===== src/rtl/noise_est_pkg.sv =====
`default_nettype none
// ============================================================================
// Module      : noise_est_pkg
// Description : Shared Q2.13 constants and FSM state encoding for the
//               channel noise estimator.
// Revision    : 1.0 - initial release
// ============================================================================
package noise_est_pkg;

    localparam logic signed [15:0] Q13_ONE  = 16'sh2000;
    localparam int                 Q13_FRAC = 13;
    localparam logic [15:0]        PWR_MAX  = 16'hFFFF;

    typedef enum logic [1:0] {
        IDLE  = 2'd0,
        RUN   = 2'd1,
        FLUSH = 2'd2,
        HOLD  = 2'd3
    } state_t;

endpackage
`default_nettype wire


===== src/rtl/noise_est_datapath.sv =====
`default_nettype none
// ============================================================================
// Module      : noise_est_datapath
// Description : BPSK hard decision, err/sq pipeline and window accumulators.
//               The bias accumulator exists only with NOISE_EST_BIAS_EN.
// Revision    : 1.0 - initial release
// ============================================================================
module noise_est_datapath
    import noise_est_pkg::*;
#(
    parameter int LOG2_WIN = 6
) (
    input  logic               clk,
    input  logic               rst,
    input  logic               clear,
    input  logic               acc_en,
    input  logic signed [15:0] in_sample,
    output logic [16:0]        pwr_q
`ifdef NOISE_EST_BIAS_EN
    ,
    output logic signed [15:0] bias_q
`endif
);

    localparam int ACC_W  = 30 + LOG2_WIN;
    localparam int BIAS_W = 16 + LOG2_WIN;

    logic signed [15:0] w_ideal;
    logic signed [15:0] w_err;
    logic [14:0]        w_mag;
    logic [29:0]        w_sq;

    logic signed [15:0] r_err;
    logic               r_v1;
    logic [29:0]        r_sq;
    logic               r_v2;
    logic [ACC_W-1:0]   r_acc;

    assign w_ideal = in_sample[15] ? -Q13_ONE : Q13_ONE;
    assign w_err   = in_sample - w_ideal;

    // |err| <= 24576 fits in 15 bits, so the square fits exactly in 30 bits
    assign w_mag = r_err[15] ? 15'(-r_err) : 15'(r_err);
    assign w_sq  = 30'(w_mag) * 30'(w_mag);

    always_ff @(posedge clk or posedge rst) begin
        if (rst) begin
            r_err <= '0;
            r_v1  <= 1'b0;
            r_sq  <= '0;
            r_v2  <= 1'b0;
            r_acc <= '0;
        end else if (clear) begin
            r_err <= '0;
            r_v1  <= 1'b0;
            r_sq  <= '0;
            r_v2  <= 1'b0;
            r_acc <= '0;
        end else begin
            r_v1 <= acc_en;
            if (acc_en) begin
                r_err <= w_err;
            end
            r_v2 <= r_v1;
            if (r_v1) begin
                r_sq <= w_sq;
            end
            if (r_v2) begin
                r_acc <= r_acc + {{LOG2_WIN{1'b0}}, r_sq};
            end
        end
    end

    assign pwr_q = r_acc[LOG2_WIN+Q13_FRAC +: 17];

`ifdef NOISE_EST_BIAS_EN
    logic signed [BIAS_W-1:0] r_bias_acc;

    always_ff @(posedge clk or posedge rst) begin
        if (rst) begin
            r_bias_acc <= '0;
        end else if (clear) begin
            r_bias_acc <= '0;
        end else if (r_v1) begin
            r_bias_acc <= r_bias_acc + {{LOG2_WIN{r_err[15]}}, r_err};
        end
    end

    // Bit selection of the sign-extended sum is an arithmetic shift (floor)
    assign bias_q = r_bias_acc[LOG2_WIN +: 16];
`endif

endmodule
`default_nettype wire


===== src/rtl/channel_noise_estimator.sv =====
`default_nettype none
// ============================================================================
// Module      : channel_noise_estimator
// Description : Windowed BPSK noise-power meter (Q2.13). Optional mean-error
//               output is enabled by defining NOISE_EST_BIAS_EN.
// Revision    : 1.0 - initial release
// ============================================================================
module channel_noise_estimator
    import noise_est_pkg::*;
#(
    parameter int LOG2_WIN = 6
) (
    input  logic               clk,
    input  logic               rst,
    input  logic               en,
    input  logic signed [15:0] in_sample,
    input  logic               in_valid,
    output logic               in_ready,
    output logic [15:0]        pwr,
    output logic               pwr_valid,
    input  logic               pwr_ready
`ifdef NOISE_EST_BIAS_EN
    ,
    output logic signed [15:0] bias
`endif
);

    localparam logic [LOG2_WIN:0] c_win_last = {1'b0, {LOG2_WIN{1'b1}}};

    state_t            r_state;
    state_t            w_state_next;
    logic [LOG2_WIN:0] r_count;
    logic [1:0]        r_flush;
    logic [15:0]       r_pwr;
    logic              w_accept;
    logic              w_load;
    logic              w_clear;
    logic [16:0]       w_pwr_q;

`ifdef NOISE_EST_BIAS_EN
    logic signed [15:0] w_bias_q;
    logic signed [15:0] r_bias;
`endif

    assign w_accept = in_valid && (r_state == RUN);

    noise_est_datapath #(
        .LOG2_WIN (LOG2_WIN)
    ) u_datapath (
        .clk       (clk),
        .rst       (rst),
        .clear     (w_clear),
        .acc_en    (w_accept),
        .in_sample (in_sample),
        .pwr_q     (w_pwr_q)
`ifdef NOISE_EST_BIAS_EN
        ,
        .bias_q    (w_bias_q)
`endif
    );

    always_ff @(posedge clk or posedge rst) begin
        if (rst) begin
            r_state <= IDLE;
        end else begin
            r_state <= w_state_next;
        end
    end

    always_comb begin
        w_state_next = r_state;
        w_load       = 1'b0;
        w_clear      = 1'b0;
        case (r_state)
            IDLE: begin
                if (en) begin
                    w_state_next = RUN;
                end
            end
            RUN: begin
                if (w_accept && (r_count == c_win_last)) begin
                    w_state_next = FLUSH;
                end
            end
            FLUSH: begin
                // two drain cycles, then acc holds the final sum
                if (r_flush == 2'd2) begin
                    w_load       = 1'b1;
                    w_state_next = HOLD;
                end
            end
            HOLD: begin
                if (pwr_ready) begin
                    w_clear      = 1'b1;
                    w_state_next = en ? RUN : IDLE;
                end
            end
            default: begin
                w_state_next = IDLE;
            end
        endcase
    end

    always_ff @(posedge clk or posedge rst) begin
        if (rst) begin
            r_count <= '0;
            r_flush <= '0;
            r_pwr   <= '0;
        end else begin
            if (w_clear) begin
                r_count <= '0;
            end else if (w_accept) begin
                r_count <= r_count + 1'b1;
            end

            if ((r_state == FLUSH) && !w_load) begin
                r_flush <= r_flush + 2'd1;
            end else begin
                r_flush <= '0;
            end

            if (w_load) begin
                r_pwr <= w_pwr_q[16] ? PWR_MAX : w_pwr_q[15:0];
            end
        end
    end

`ifdef NOISE_EST_BIAS_EN
    always_ff @(posedge clk or posedge rst) begin
        if (rst) begin
            r_bias <= '0;
        end else if (w_load) begin
            r_bias <= w_bias_q;
        end
    end

    assign bias = r_bias;
`endif

    assign in_ready  = (r_state == RUN);
    assign pwr_valid = (r_state == HOLD);
    assign pwr       = r_pwr;

endmodule
`default_nettype wire

===== config.mk =====
export PLATFORM = sky130hd
export DESIGN_NAME = channel_noise_estimator
export DESIGN_NICKNAME = d
export VERILOG_FILES = /design/src/rtl/noise_est_pkg.sv /design/src/rtl/noise_est_datapath.sv /design/src/rtl/channel_noise_estimator.sv
export SDC_FILE = /design/constraint.sdc
export NUM_CORES = 1
export LEC_CHECK = 0
export CORE_MARGIN = 3
export CORE_UTILIZATION = 41
export CTS_BUF_LIST = sky130_fd_sc_hd__clkbuf_4 sky130_fd_sc_hd__clkbuf_8
export DETAILED_ROUTE_END_ITERATION = 8
export PLACE_DENSITY_LB_ADDON = 0.3
export SETUP_SLACK_MARGIN = 0.15
export SYNTH_ARGS = -nofsm -noshare
export SYNTH_HDL_FRONTEND = slang
export SYNTH_SLANG_ARGS = --single-unit

===== constraint.sdc =====
create_clock -name clk -period 21.9 [get_ports clk]
set_clock_uncertainty 0.15 [all_clocks]
set_input_delay 6.57 -clock clk [delete_from_list [all_inputs] [get_ports clk]]
set_output_delay 6.57 -clock clk [all_outputs]
set_load 0.01 [all_outputs]

======== After elaboration in Yosys (flattened, before gate mapping) ========
Cells that the tools add are included.
Widths: inputs -> output; s select.
cells by class
  muxes and demuxes ....................... 24
  reduce and logical (&&, ||, !) cells .... 9
  $mul .................................... 1
  add/sub/neg operators ................... 5
  equal/unequal tests ..................... 9
operator list
  kind                 count
  $mux 36              2
  $mux 16              4
  $mux 30              2
  $add 36x30->36       1
  $mul 15x15->30       1
  $sub 16x16->16       1
  $mux 15              1
  $neg 15->15          1
  $mux 7               2
  $mux 2               5
  $pmux 2 s4           1
  $add 7x1->7 const B  1
  $eq 7x6->1 const B   1
  $mux 1               7
  $eq 2x2->1 const B   3
  $reduce_bool 2->1    3
  $ne 2x1->1 const B   2
  $ne 2x2->1 const B   2
  $reduce_and 4->1     1
  $logic_and 1x1->1    3
  $add 2x1->2 const B  1
  $eq 2x1->1 const B   1
  $logic_not 2->1      1
  $logic_not 1->1      1
word-level totals
  word-level logic and storage cells ...... 57
  output and inout port bits .............. 18
  register bits ........................... 111
  input bits .............................. 21

======== Longest topological paths before layout ========
  word-level depth ........................ 6
  gate-level depth with buffers ........... 31
  depth with buffers taken out ............ 29

======== By module ========
From an unflattened synthesis, not the netlist that was laid out.
unflattened totals
  cells, all modules ...................... 1397
  area, all modules ....................... 12592.1 µm²
by module, submodules not included
  module                   area each (µm²)  seq. area each (µm²)  cells each  instances
  noise_est_datapath       11345.9          2077.0                1268        1
  channel_noise_estimator  1246.2           675.6                 129         1

======== Least setup slack after synthesis ========
No wires, ideal clock.
  path type ............................... register to register
  start ................................... register u_datapath.r_err[0]
  end ..................................... register u_datapath.r_sq[28]
  setup slack ............................. 14013 ps
  period minus slack after synthesis ...... 7887 ps
  path buffers ............................ 2
  data arrival time ....................... 7603 ps
  required time ........................... 21616 ps
  cell stages (with the launch flop) ...... 29
  setup time .............................. 134 ps
  cell sequence ........................... dfrtp_1 > inv_1 > clkbuf_1 > ha_1 > nand2_1 > or2_2 > o31ai_1 > xor2_1 > inv_2 > nand2_1 > fa_1 > fa_1 > inv_1 > fa_1 > fa_1 > fa_1 > inv_1 > fa_1 > inv_1 > ha_1 > clkbuf_1 > nand4_1 > or2_2 > a2111oi_0 > a21oi_1 > a211oi_1 > a2111oi_0 > a21oi_1 > o22ai_1
between the ends
  longest elaborated chain between the ends .. 5
RTL lines
  what                    RTL line                  text
  start, declared         noise_est_datapath.sv:33  logic signed [15:0] r_err;
  start signal, assigned  noise_est_datapath.sv:62  r_err <= w_err;
  $neg 15->15             noise_est_datapath.sv:43  assign w_mag = r_err[15] ? 15'(-r_err) : 15'(r_err);
  $mux 15 *               noise_est_datapath.sv:43
  $mul 15x15->30 *        noise_est_datapath.sv:44  assign w_sq = 30'(w_mag) * 30'(w_mag);
  $mux 30 *               noise_est_datapath.sv:65  if (r_v1) begin
  $mux 30 *               noise_est_datapath.sv:53  end else if (clear) begin
  end signal, assigned    noise_est_datapath.sv:66  r_sq <= w_sq;
  end, declared           noise_est_datapath.sv:35  logic [29:0] r_sq;
Every way passes the cells marked *; elsewhere a longest branch is shown, timed or not. The select of a mux whose other input is x is not followed.
A chain may end at the register's enable or synchronous reset.

======== Worst setup path in the final report ========
Same ends and word-level chain as after synthesis.

==> results_dict.tcl <==
set metrics [dict create \
    cts_tree "built" \
    yosys_warnings 0 \
    syn_avg_cell_area_um2 8.704 \
    synth_ff_type "dfrtp_1" \
    cp-start-kind "flop" \
    viasPerCell 5.265 \
    dr.pass1.iters 6 \
    critical_path.max_fanout 14 \
    period_share_pct 42.68 \
    syn-cell-area_um2 12630 \
    antenna_found_initial 0 \
    drv_slew 0 \
    drc 0 \
    maxCapViolCount 0 \
    synth-edff-count 0 \
    reg2reg_to "u_datapath.r_sq[28]" \
    grt_pass1_vias 10156 \
    cts_repair_resize_count 0 \
    syn_nets 1737 \
    clock-sinks 110 \
    end_kind "flop" \
    die_x_um 181.5 \
    worst_slew_pin_slew_ns 1.020 \
    arrival_ns 9.44 \
    wl_per_cell_um 16.46 \
    postCtsSetupRepairBufs 0 \
    path_class "flop to flop" \
    core-area_um2 30030 \
    timing.setup.tns_ns 0 \
    wl_mm 30.53 \
    rsz0062_at_grt "false" \
    r2r_slack_ns 12.55 \
    vias 9767 \
    cts.reportedPaths.clkPinSlew_ns 0.13 \
    grt_max_degree 80 \
    multi_input_area_um2 8820 \
    async_flop_share_pct 100.0 \
    ff_latch_area_um2 2753 \
    design_area_um2 13630 \
    required_ns 22.00 \
    cts_buffers 9 \
    grt.total_usage_pct 19.17 \
    die_area_um2 32950 \
    initial_core_util_pct 42.05 \
    max_freq_mhz 107.0 \
    drt_iter0_drc 684 \
    hold_depth 1 \
    ys_seq_area_share_pct 21.80 \
    ant_nets 0 \
    clock_latency_ns 0.40 \
    rows 63 \
    post_dp_cell_area_um2 13400 \
    synthCells 1451 \
    hold_viol_final 0 \
    antenna_cells 0 \
    reg2regPathDepth 26 \
    io_buffers 38 \
    grt.overflow.total 0 \
    relSlewSlack_pct 32.00 \
    fin_crit_ns 9.346 \
    status "completed" \
    drive_gt1_share_pct 3.481 \
    gp_congestion 0.9143 \
    cts_root_buffer "clkbuf_8" \
    cts.path.max_buffers 2 \
    cts-hold-fix-buffers 0 \
    hold_path_end "r_flush[0]" \
    synth-seq-cells 110 \
    die_h_um 181.5 \
    syn_to_final_growth_pct 7.955 \
    regToRegStartpoint "u_datapath.r_err[0]" \
    min_path_type "flop to flop" \
    pin_count 39 \
    finalNetCount 1746 \
    setup_violations 0 \
    grt_pass1_wl_mm 51.83 \
    hold_start "r_flush[0]" \
    fillers 2880 \
    synth_cell_types 63 \
    dp_hpwl_mm 24.55 \
    h-tree-depth 3 \
]
[cell type report]
cell class	count	share of cell area [%]
sequential	110	20.19
multi-input combinational	1059	64.69
clock buffer	9	0.9085
clock inverter	7	0.8076
tap	390	3.579
inverter	229	6.323
timing repair buffer	51	3.506
[cell usage in the layout, fill, tap and decap left out, drive strengths merged, types with 19 or more instances in the layout]
master,instances
a21o,28
a21oi,102
clkdlybuf4s50,38
dfrtp,110
fa,138
ha,127
inv,230
mux2i,30
nand2,145
nand4,19
nor2,181
o21ai,45
xnor2,47
xor2,22
[synthesized netlist by cell type (6+ instances only)]
master    number  area, um^2
and3_1         8       50.05
xnor2_1       46       402.9
a211oi_1      12       90.09
a21o_1        28       210.2
and2_1         8       50.05
o211ai_1      12       90.09
fa_1         138        2763
xor2_1        22       192.7
nand3_1       18       90.09
ha_1         127        1589
nand4_1       19       118.9
o21bai_1       7       52.55
clkbuf_1      48       180.2
nand2_1      144       540.5
mux2i_1       30       300.3
o31ai_1        8       60.06
nor3_1        18       90.09
inv_1        224       840.8
a31oi_1        6       37.54
nor2_1       181       679.4
o21a_1         8       60.06
a21oi_1      102       510.5
o21ai_0       43       215.2
or3_1          8       50.05
o22ai_1        6       37.54
dfrtp_1      110        2753
[registers in the layout (all words and copies together), names as in the netlist]
signal and cells:
r_state 2, u_datapath.r_acc 36, u_datapath.r_v1 1, r_flush 2
u_datapath.r_sq 29, u_datapath.r_err 16, r_count 7, pwr 16
u_datapath.r_v2 1
[layer usage]
layer / wire [um] / part of all wire [%] / global-route usage, %
met5: 0 / 0 / 0
met4: 752 / 2.5 / 4.631
met3: 1041 / 3.4 / 2.764
met2: 14370 / 47 / 31.33
met1: 14370 / 47 / 27.06
[cell families after synthesis]
| group | synth area share, % |
|---|---|
| AND/OR/NAND/NOR | 14.37 |
| buffers and inverters | 8.381 |
| AO/OA/AOI/OAI | 13.60 |
| adder cells (fa/ha/maj) | 34.46 |
| flip-flops | 21.80 |
| XOR/XNOR | 4.844 |
| multiplexers | 2.556 |
[worst max-delay path by stage]
| stage | from | end | cells past startpoint |
|---|---|---|---|
| 2_1_floorplan | rst | pwr[0] | 1 |
| 4_1_cts | u_datapath.r_err[0] | u_datapath.r_sq[28] | 26 |
| 3_5_place_dp | u_datapath.r_err[0] | u_datapath.r_sq[28] | 26 |
| 6_report | u_datapath.r_err[0] | u_datapath.r_sq[28] | 26 |
| 5_1_grt | u_datapath.r_err[0] | u_datapath.r_sq[28] | 26 |
| 3_3_place_gp | pwr_ready | u_datapath.r_sq[16] | 6 |
[stage by stage]
step	instances	setup slack [ns]	hold WS, ns	util [%]
floorplan	1451	12.28	0.2532	-
global placement	1839	13.17	0.2662	44.62
detailed placement	1839	12.74	0.2685	44.62
CTS	1855	12.74	0.2940	45.40
global route	1855	12.06	0.3375	45.40
finish	1855	12.55	0.2915	45.40
[worst max-delay path, stage by stage, from the launching register on]
cell and delay, ns:
dfrtp_1 0.47, inv_1 0.39, ha_1 0.28, nand2_1 0.14, or2_2 0.33, o21ai_0 0.19
xor2_1 0.76, clkinv_1 0.53, nand2_1 0.26, fa_1 0.44, fa_1 0.54, inv_1 0.05
fa_1 0.52, fa_1 0.44, fa_1 0.55, inv_1 0.06, fa_1 0.56, inv_1 0.05
ha_1 0.43, nand4_1 0.18, or2_2 0.34, a2111oi_0 0.43, a21oi_1 0.18, a211oi_1 0.49
a2111oi_0 0.20, a21oi_1 0.16, o22ai_1 0.09
Power is not shown: default switching activity piles up to over one toggle a cycle in this logic, so the estimate is an artifact.
